$ cat src/rtl/smem_copy.sv
// smem_copy: pi1 bus master DMA engine that copies a block of words, read-then-write per word.
module smem_copy #(
  parameter int ARCHBITSZ = 32,
  parameter int LENBITSZ = 16,
  localparam int ADDRBITSZ = ARCHBITSZ - $clog2(ARCHBITSZ/8)
) (
  input  logic                   clk_i,
  input  logic                   rst_i,
  input  logic                   start_i,
  input  logic                   abort_i,
  input  logic [ADDRBITSZ-1:0]   src_i,
  input  logic [ADDRBITSZ-1:0]   dst_i,
  input  logic [LENBITSZ-1:0]    len_i,
  output logic                   busy_o,
  output logic                   done_o,
  output logic                   aborted_o,
  output logic [LENBITSZ-1:0]    rem_o,
  output logic [1:0]             pi1_op_o,
  output logic [ADDRBITSZ-1:0]   pi1_addr_o,
  output logic [ARCHBITSZ-1:0]   pi1_data_o,
  input  logic [ARCHBITSZ-1:0]   pi1_data_i,
  output logic [ARCHBITSZ/8-1:0] pi1_sel_o,
  input  logic                   pi1_rdy_i
);
  localparam logic [1:0] OP_NOP = 2'b00, OP_WR = 2'b01, OP_RD = 2'b10;
  typedef enum logic [2:0] {IDLE, RDREQ, RDDATA, WRREQ, DRAIN} state_t;
  state_t state, state_nx;
  logic [ADDRBITSZ-1:0] src, dst;
  logic abort_q, acc, last;
  assign pi1_sel_o = '1;
  assign acc = pi1_op_o != OP_NOP && pi1_rdy_i;
  assign last = rem_o == LENBITSZ'(1) || abort_q;
  always_comb begin
    state_nx = state;
    case (state)
      IDLE:    state_nx = start_i && len_i != '0 ? RDREQ : IDLE;
      RDREQ:   state_nx = acc ? RDDATA : RDREQ;
      RDDATA:  state_nx = pi1_rdy_i ? WRREQ : RDDATA;
      WRREQ:   state_nx = acc ? (last ? DRAIN : RDREQ) : WRREQ;
      DRAIN:   state_nx = pi1_rdy_i ? IDLE : DRAIN;
      default: state_nx = IDLE;
    endcase
  end
  always_ff @(posedge clk_i or posedge rst_i) begin
    if (rst_i) begin
      state      <= IDLE;
      pi1_op_o   <= OP_NOP;
      pi1_addr_o <= '0;
      pi1_data_o <= '0;
      busy_o     <= 1'b0;
      done_o     <= 1'b0;
      aborted_o  <= 1'b0;
      rem_o      <= '0;
      src        <= '0;
      dst        <= '0;
      abort_q    <= 1'b0;
    end else begin
      state  <= state_nx;
      done_o <= 1'b0;
      if (busy_o && abort_i) abort_q <= 1'b1;
      case (state)
        IDLE: if (start_i) begin
          aborted_o <= 1'b0;
          abort_q   <= 1'b0;
          done_o    <= len_i == '0;
          if (len_i != '0) begin
            src        <= src_i;
            dst        <= dst_i;
            rem_o      <= len_i;
            busy_o     <= 1'b1;
            pi1_op_o   <= OP_RD;
            pi1_addr_o <= src_i;
          end
        end
        RDREQ: if (acc) pi1_op_o <= OP_NOP;
        RDDATA: if (pi1_rdy_i) begin
          pi1_data_o <= pi1_data_i;
          pi1_op_o   <= OP_WR;
          pi1_addr_o <= dst;
        end
        // The next read is issued straight from the write acceptance to keep 3 cycles per word.
        WRREQ: if (acc) begin
          rem_o      <= rem_o - 1'b1;
          src        <= src + 1'b1;
          dst        <= dst + 1'b1;
          pi1_op_o   <= last ? OP_NOP : OP_RD;
          pi1_addr_o <= src + 1'b1;
        end
        DRAIN: if (pi1_rdy_i) begin
          busy_o    <= 1'b0;
          done_o    <= 1'b1;
          aborted_o <= abort_q;
        end
        default: ;
      endcase
    end
  end
endmodule

$ cat config.mk
export PLATFORM = sky130hd
export DESIGN_NAME = smem_copy
export DESIGN_NICKNAME = d
export VERILOG_FILES = /design/src/rtl/smem_copy.sv
export SDC_FILE = /design/constraint.sdc
export NUM_CORES = 1
export LEC_CHECK = 0
export BUFFER_PORTS_ARGS = -buffer_cell sky130_fd_sc_hd__buf_2
export CORE_MARGIN = 5
export CORE_UTILIZATION = 35
export CTS_BUF_LIST = sky130_fd_sc_hd__clkbuf_4 sky130_fd_sc_hd__clkbuf_8
export CTS_CLUSTER_DIAMETER = 200
export DETAILED_ROUTE_END_ITERATION = 10
export GPL_TIMING_DRIVEN = 0
export PLACE_DENSITY_LB_ADDON = 0.3
export SYNTH_ARGS = -nofsm -noshare
export SYNTH_HDL_FRONTEND = slang
export SYNTH_SLANG_ARGS = --single-unit
export TNS_END_PERCENT = 20
$ cat constraint.sdc
create_clock -name clk_i -period 8.21 [get_ports clk_i]
set_input_delay 1.2315 -clock clk_i [delete_from_list [all_inputs] [get_ports clk_i]]
set_output_delay 1.2315 -clock clk_i [all_outputs]
set_load 0.02 [all_outputs]
# --- After elaboration in Yosys (flattened, before gate mapping) ---
# Index checks and enable logic that the tools add are counted.
totals:
  inputBits: 113
  rom_bits: 0
  latchBits: 0
  mem_count: 0
  ff_bits: 147
  wordCells: 84
  ramBits: 0
classes:
  order_cmp: 0
  muxes: 41
  n_shift: 0
  bitwise: 0
  n_mul: 0
  div_mod_pow: 0
  eq_ne: 11
  addsub: 3
  reduce_logical: 18
op_table:
  columns: ["op", "count"]
  rows:
  - ["two-way mux 30 bit", 7]
  - ["one-hot mux 30 bit (2 select lines)", 2]
  - ["one-hot mux 30 bit (3 select lines)", 1]
  - ["adder 30 x 1 -> 30 bit, second input constant", 2]
  - ["two-way mux 16 bit", 3]
  - ["one-hot mux 16 bit (2 select lines)", 1]
  - ["== test 16 x 1 -> 1 bit, second input constant", 1]
  - ["logical NOT 16 bit", 1]
  - ["nonzero test 16 bit", 1]
  - ["subtractor 16 x 1 -> 16 bit, second input constant", 1]
  - ["one-hot mux 3 bit (5 select lines)", 1]
  - ["two-way mux 2 bit", 7]
  - ["two-way mux 1 bit", 12]
  - ["inequality test 2 bit, second input constant", 6]
  - ["two-way mux 3 bit", 3]
  - ["one-hot mux 2 bit (4 select lines)", 1]
  - ["AND reduction 4 bit", 2]
  - ["== test 3 x 2 -> 1 bit, second input constant", 2]
  - ["one-hot mux 1 bit (2 select lines)", 3]
  - ["AND reduction 6 bit", 1]
  - ["nonzero test 2 bit", 3]
  - ["AND reduction 5 bit", 1]
  - ["nonzero test 4 bit", 1]
  - ["== test 3 x 1 -> 1 bit, second input constant", 1]
  - ["7 further kinds", 9]

# --- Longest topological paths before layout ---
depth:
  depth_word: 5
  mapped_depth: 8
  depth_no_buf: 7

# --- Least setup slack after synthesis ---
# No wires, ideal clock.
synth_path:
  path_kind: "in2reg"
  start: "input port len_i[0]"
  end: "register dst[3]"
  path_slack_ps: 5208
  path_buffers: 3
  stages: 7
  t_arrival_ps: 2863
  path_cell_list: "nor4_1 > a41o_1 > o21a_1 > clkbuf_1 > buf_1 > buf_1 > o22ai_1"
synth_via:
  elab_chain_len: 3
synth_lines:
  columns: ["element", "line_no", "text"]
  rows:
  - ["start: declaration", "13", "input logic [LENBITSZ-1:0] len_i,"]
  - ["nonzero test 16 bit", "66", "if (len_i != '0) begin"]
  - ["inequality test 2 bit (no line)", null, null]
  - ["AND reduction 4 bit (no line)", null, null]
  - ["end signal: assignment", "68", "dst <= dst_i;"]
  - ["end signal: assignment", "85", "dst <= dst + 1'b1;"]
  - ["end: declaration", "28", "logic [ADDRBITSZ-1:0] src, dst;"]
# Every way passes these cells.
# A chain may end at the register's enable or synchronous reset.

# --- Worst setup path in the final report ---
# Ends and elaborated chain as after synthesis.

==> impl_summary.txt <==
----------------------------------------------------
[Clock network]
  # resized after CTS ... 0
  Number of clock sinks ... 147
  Clk root buf ... clkbuf_8
  Inserted Clock Buffers ... 17
  Deepest level of the CTS H-tree ... 4
  Max Root-Sink Buffers ... 2
  Setup Fix Bufs, Post-CTS ... 0
  CTS Hold Buffers Added ... 0
  TritonCTS clock tree ... done
  Clock Latency Late Sink ... 0.47 ns
  Reg clk slew, reported paths ... 0.10 ns

[Timing]
  Max Fclk ... 0.2473 GHz
  Max-slew headroom at the worst pin ... -0.03448
  Slew at the pin with the worst max-slew slack ... 1.540 ns
  Sum Neg Setup Slack ... 0 ns
  Number of pins with negative max-slew slack in the final report ... 9
  Number of hold violations in the final report ... 0
  Setup violators final ... 0
  Worst hold slack across all endpoints ... 0.4822 ns
  Period utilization ... 0.4925
  Setup repair after global routing missed its margin ... no
  Worst Setup Slack, final ... 4.167 ns
  Fin Clk Skew ... about 0.012 ns
  Final critical delay including setup and external delays ... around 4.0 ns

[Worst setup path]
  Arr. time, crit path ... 4.36 ns
  CP cell instances ... buf_2, nor4_1, a41o_1, o21a_1, clkbuf_1, buf_1, buf_1, o22ai_1
  Highest net fanout along the worst path ... 10
  Launching point of the worst reg2reg path ... state[2]
  Critical path's slowest cell ... buf_1
  Delay of the slowest cell on the worst path ... 0.72 ns
  Startpoint-to-endpoint class of the critical path ... primary input to register
  Cell class contributing the biggest share of worst-path delay ... buffers and inverters
  Critical path's most frequent cell ... buf_1
  Launching element of the worst setup path ... len_i[0]
  Type of destination of the critical path ... register
  Crit path launch type ... primary input
  Crit path buf inv count ... 4
  Data required time at the worst endpoint ... around 8.5 ns

[GRT]
  Antenna violations before repair ... 2
  Maximum number of pins on one net before global-route repair ... 80
  Total congestion overflow ... 0
  Busiest layer in global routing ... met2
  Wire length of the first global-routing pass ... 51980 um
  Met1 Resource Use GR ... 0.3318
  Met2 demand-to-capacity share in global routing ... 0.3766
  Via count of the first global-routing pass ... ~8800
  Met3 routing resource usage after global routing ... 0.07967
  Total routing resource utilization after global routing ... 0.2499

[Drt]
  Residual DRC count ... 0
  Routed wirelength normalized by instance count ... 22.51 um
  First-pass DRT Iterations ... 6
  Total routed wirelength ... about 34000 um
  Vias ... 9089
  Post-route ant nets ... 0
  Detailed Route Iter0 Violations ... 1207
  Routed via count divided by cell count ... 5.964

[Cells and area]
  # diodes ... 0
  Growth of design area from synthesis to finish ... 21.35%
  Share of cells above drive strength 1 ... 0.2340
  Final Instance Count excl. Fillers ... 1524
  Number of nets in the finished design ... around 1300

[Status]
  Outcome ... finished, violations left
  Violated checks ... max-capacitance violations, max-slew violations

[Placement]
  Global placement routability congestion ... 0.9578
  Worst slack at placement ... 3.870 ns
  IO buf count ... 195
  Placed wire-length estimate ... 25020 um
  Instance count after placement with tap cells included ... 1492

[Die]
  Top-Level Pins ... 200
  Die boundary height ... 165.2 um
  Placeable core region ... about 0.024 mm^2
  Area of the die ... between 0.02 and 0.03 mm^2
  Initial cell density of the core ... 0.3572
  Number of placement rows ... between 50 and 60
  Width of the die ... 165.2 um

[Pwr]
  Highest ir drop seen on vdd ... approximately 0.24 mV
  PD cells ... 441.1 mW/mm^2
  Final Power ... 4.514 mW
  Leak ... 4.314 nW

[Logic synthesis]
  Number of storage elements in the synthesis netlist ... ~150
  Yosys synthesis warning count ... 0
  Synth Area per Inst ... 8.659 um^2
  Summed instance area of the synthesized netlist ... 0.008434 mm^2
  Fraction of the yosys area taken by sequential cells ... 0.4361
  Number of flops mapped to enable cells by yosys ... 0
  Ys flop type ... dfrtp_1
  Ys async rst share ... 1.000
  Top area cells in the synthesized netlist ... dfrtp_1 (44%), a21oi_1 (6.5%), o21ai_0 (4.6%)
  Number of cells produced by synthesis ... 974
  Leading area contributor after synthesis ... dfrtp_1
  Unique cell type count in the Yosys netlist ... 62
  Top-area cell type share of the netlist area ... 0.4361

[Min path]
  Worst hold-check path type ... register to register
  Beginning of the worst hold path ... pi1_addr_o[7]

[Run]
  # Max-Cap Violations ... 1

----------------------------------------------------
==> final timing paths <==
check / to / slack, ns / depth (start not counted)
worst max-delay path: dst[3] / 4.17 / 8
worst min-delay path: pi1_addr_o[7] / 0.48 / 2
worst max register to register: pi1_addr_o[23] / 4.65 / 6
worst min register to register: pi1_addr_o[7] / 0.48 / 2
max in group asynchronous: src[4] / 6.51 / 3
min in group asynchronous: pi1_data_o[9] / 0.85 / 2
==> layer usage <==
metal | routed length (um) | part of all wire
met5 | 21 | 0.00061
met4 | 1306 | 0.038
met3 | 4346 | 0.13
met2 | 15070 | 0.44
met1 | 13560 | 0.40
==> cell type report <==
cell class,instances,area (um^2)
clock buffers,17,234.0
flip-flops and latches,147,3679
clock inverters,15,147.6
plain buffers,83,337.8
multi-input cells,727,4354
fillers,2434,13380
inverters,20,80.08
repair buffers,196,1003
well taps,319,399.1
==> Yosys cell counts (3+ instances only) <==
cell,instances
nand2_1,91
a21oi_1,110
nand3_1,35
xor2_1,7
or4_1,7
o21a_1,3
buf_2,9
mux2i_1,10
or3_1,13
a31oi_1,18
a2bb2oi_1,5
nor3b_1,5
nor3_1,19
o2bb2ai_1,10
and2_1,3
a41o_1,3
nand2b_1,6
dfrtp_1,147
and4_1,8
a32o_1,5
o21ai_0,78
o2bb2a_1,3
buf_1,3
nor4_1,18
inv_1,20
o22a_1,11
a21o_1,7
a31o_2,4
a22oi_1,13
nor2_1,76
xnor2_1,6
a211o_1,3
a22o_1,5
o31ai_1,7
o22ai_1,21
clkbuf_1,67
ha_1,4
o211ai_1,3
and3_1,16
nand4_1,25
buf_4,4
a211oi_1,5
a311oi_1,3
mux2_2,33
==> registers in the layout (all words and copies together) (netlist names) <==
name and count:
aborted_o 1, src 30, abort_q 1, done_o 1, dst 30, rem_o 16, pi1_addr_o 30, busy_o 1
state 3, pi1_op_o 2, pi1_data_o 32
==> metrics by stage <==
| stage | instance area, um^2 | util |
|---|---|---|
| after floorplan | 8446 | - |
| after global placement | 9821 | 0.4159 |
| after detailed placement | 9853 | 0.4173 |
| after CTS | 10230 | 0.4334 |
| after global routing | 10230 | 0.4334 |
| final | 10230 | 0.4334 |
==> placed cells by master, fill, tap and decap left out, types with 11 or more instances in the layout <==
master    count
a21oi_1     110
a22oi_1      13
a31oi_1      18
and3_1       16
buf_2       204
clkbuf_1     67
clkbuf_8     17
dfrtp_1     147
inv_1        19
mux2_2       33
nand2_1      91
nand3_1      35
nand4_1      25
nor2_1       76
nor3_1       19
nor4_1       18
o21ai_0      78
o22a_1       11
o22ai_1      21
or3_1        13
==> cell families after synthesis <==
logic type | synth area share
AOI/OAI and AO/OA | 0.2469
and+or+nand+nor | 0.1923
DFF | 0.4361
buffers and inverters | 0.04895
muxes | 0.05593
xor gates and xnor gates | 0.01350
adders and majority gates | 0.005934
other | 0.0004446
==> worst reg2reg max path: cells and delay by family, from the launching register on <==
family / cells / cell delay, ns
AND/OR/NAND/NOR: 2 / 1.52
AO/OA/AOI/OAI: 2 / 0.98
buffers and inverters: 2 / 0.58
flip-flops: 1 / 0.37
==> power breakdown <==
| part | switching (mW) | internal [mW] | leakage (nW) |
|---|---|---|---|
| registers | 0.339 | 1.09 | 1.72 |
| logic | 1.68 | 0.832 | 2.41 |
| clock network | 0.332 | 0.248 | 0.186 |
No activity file was read; power rests on OpenSTA's default activity.
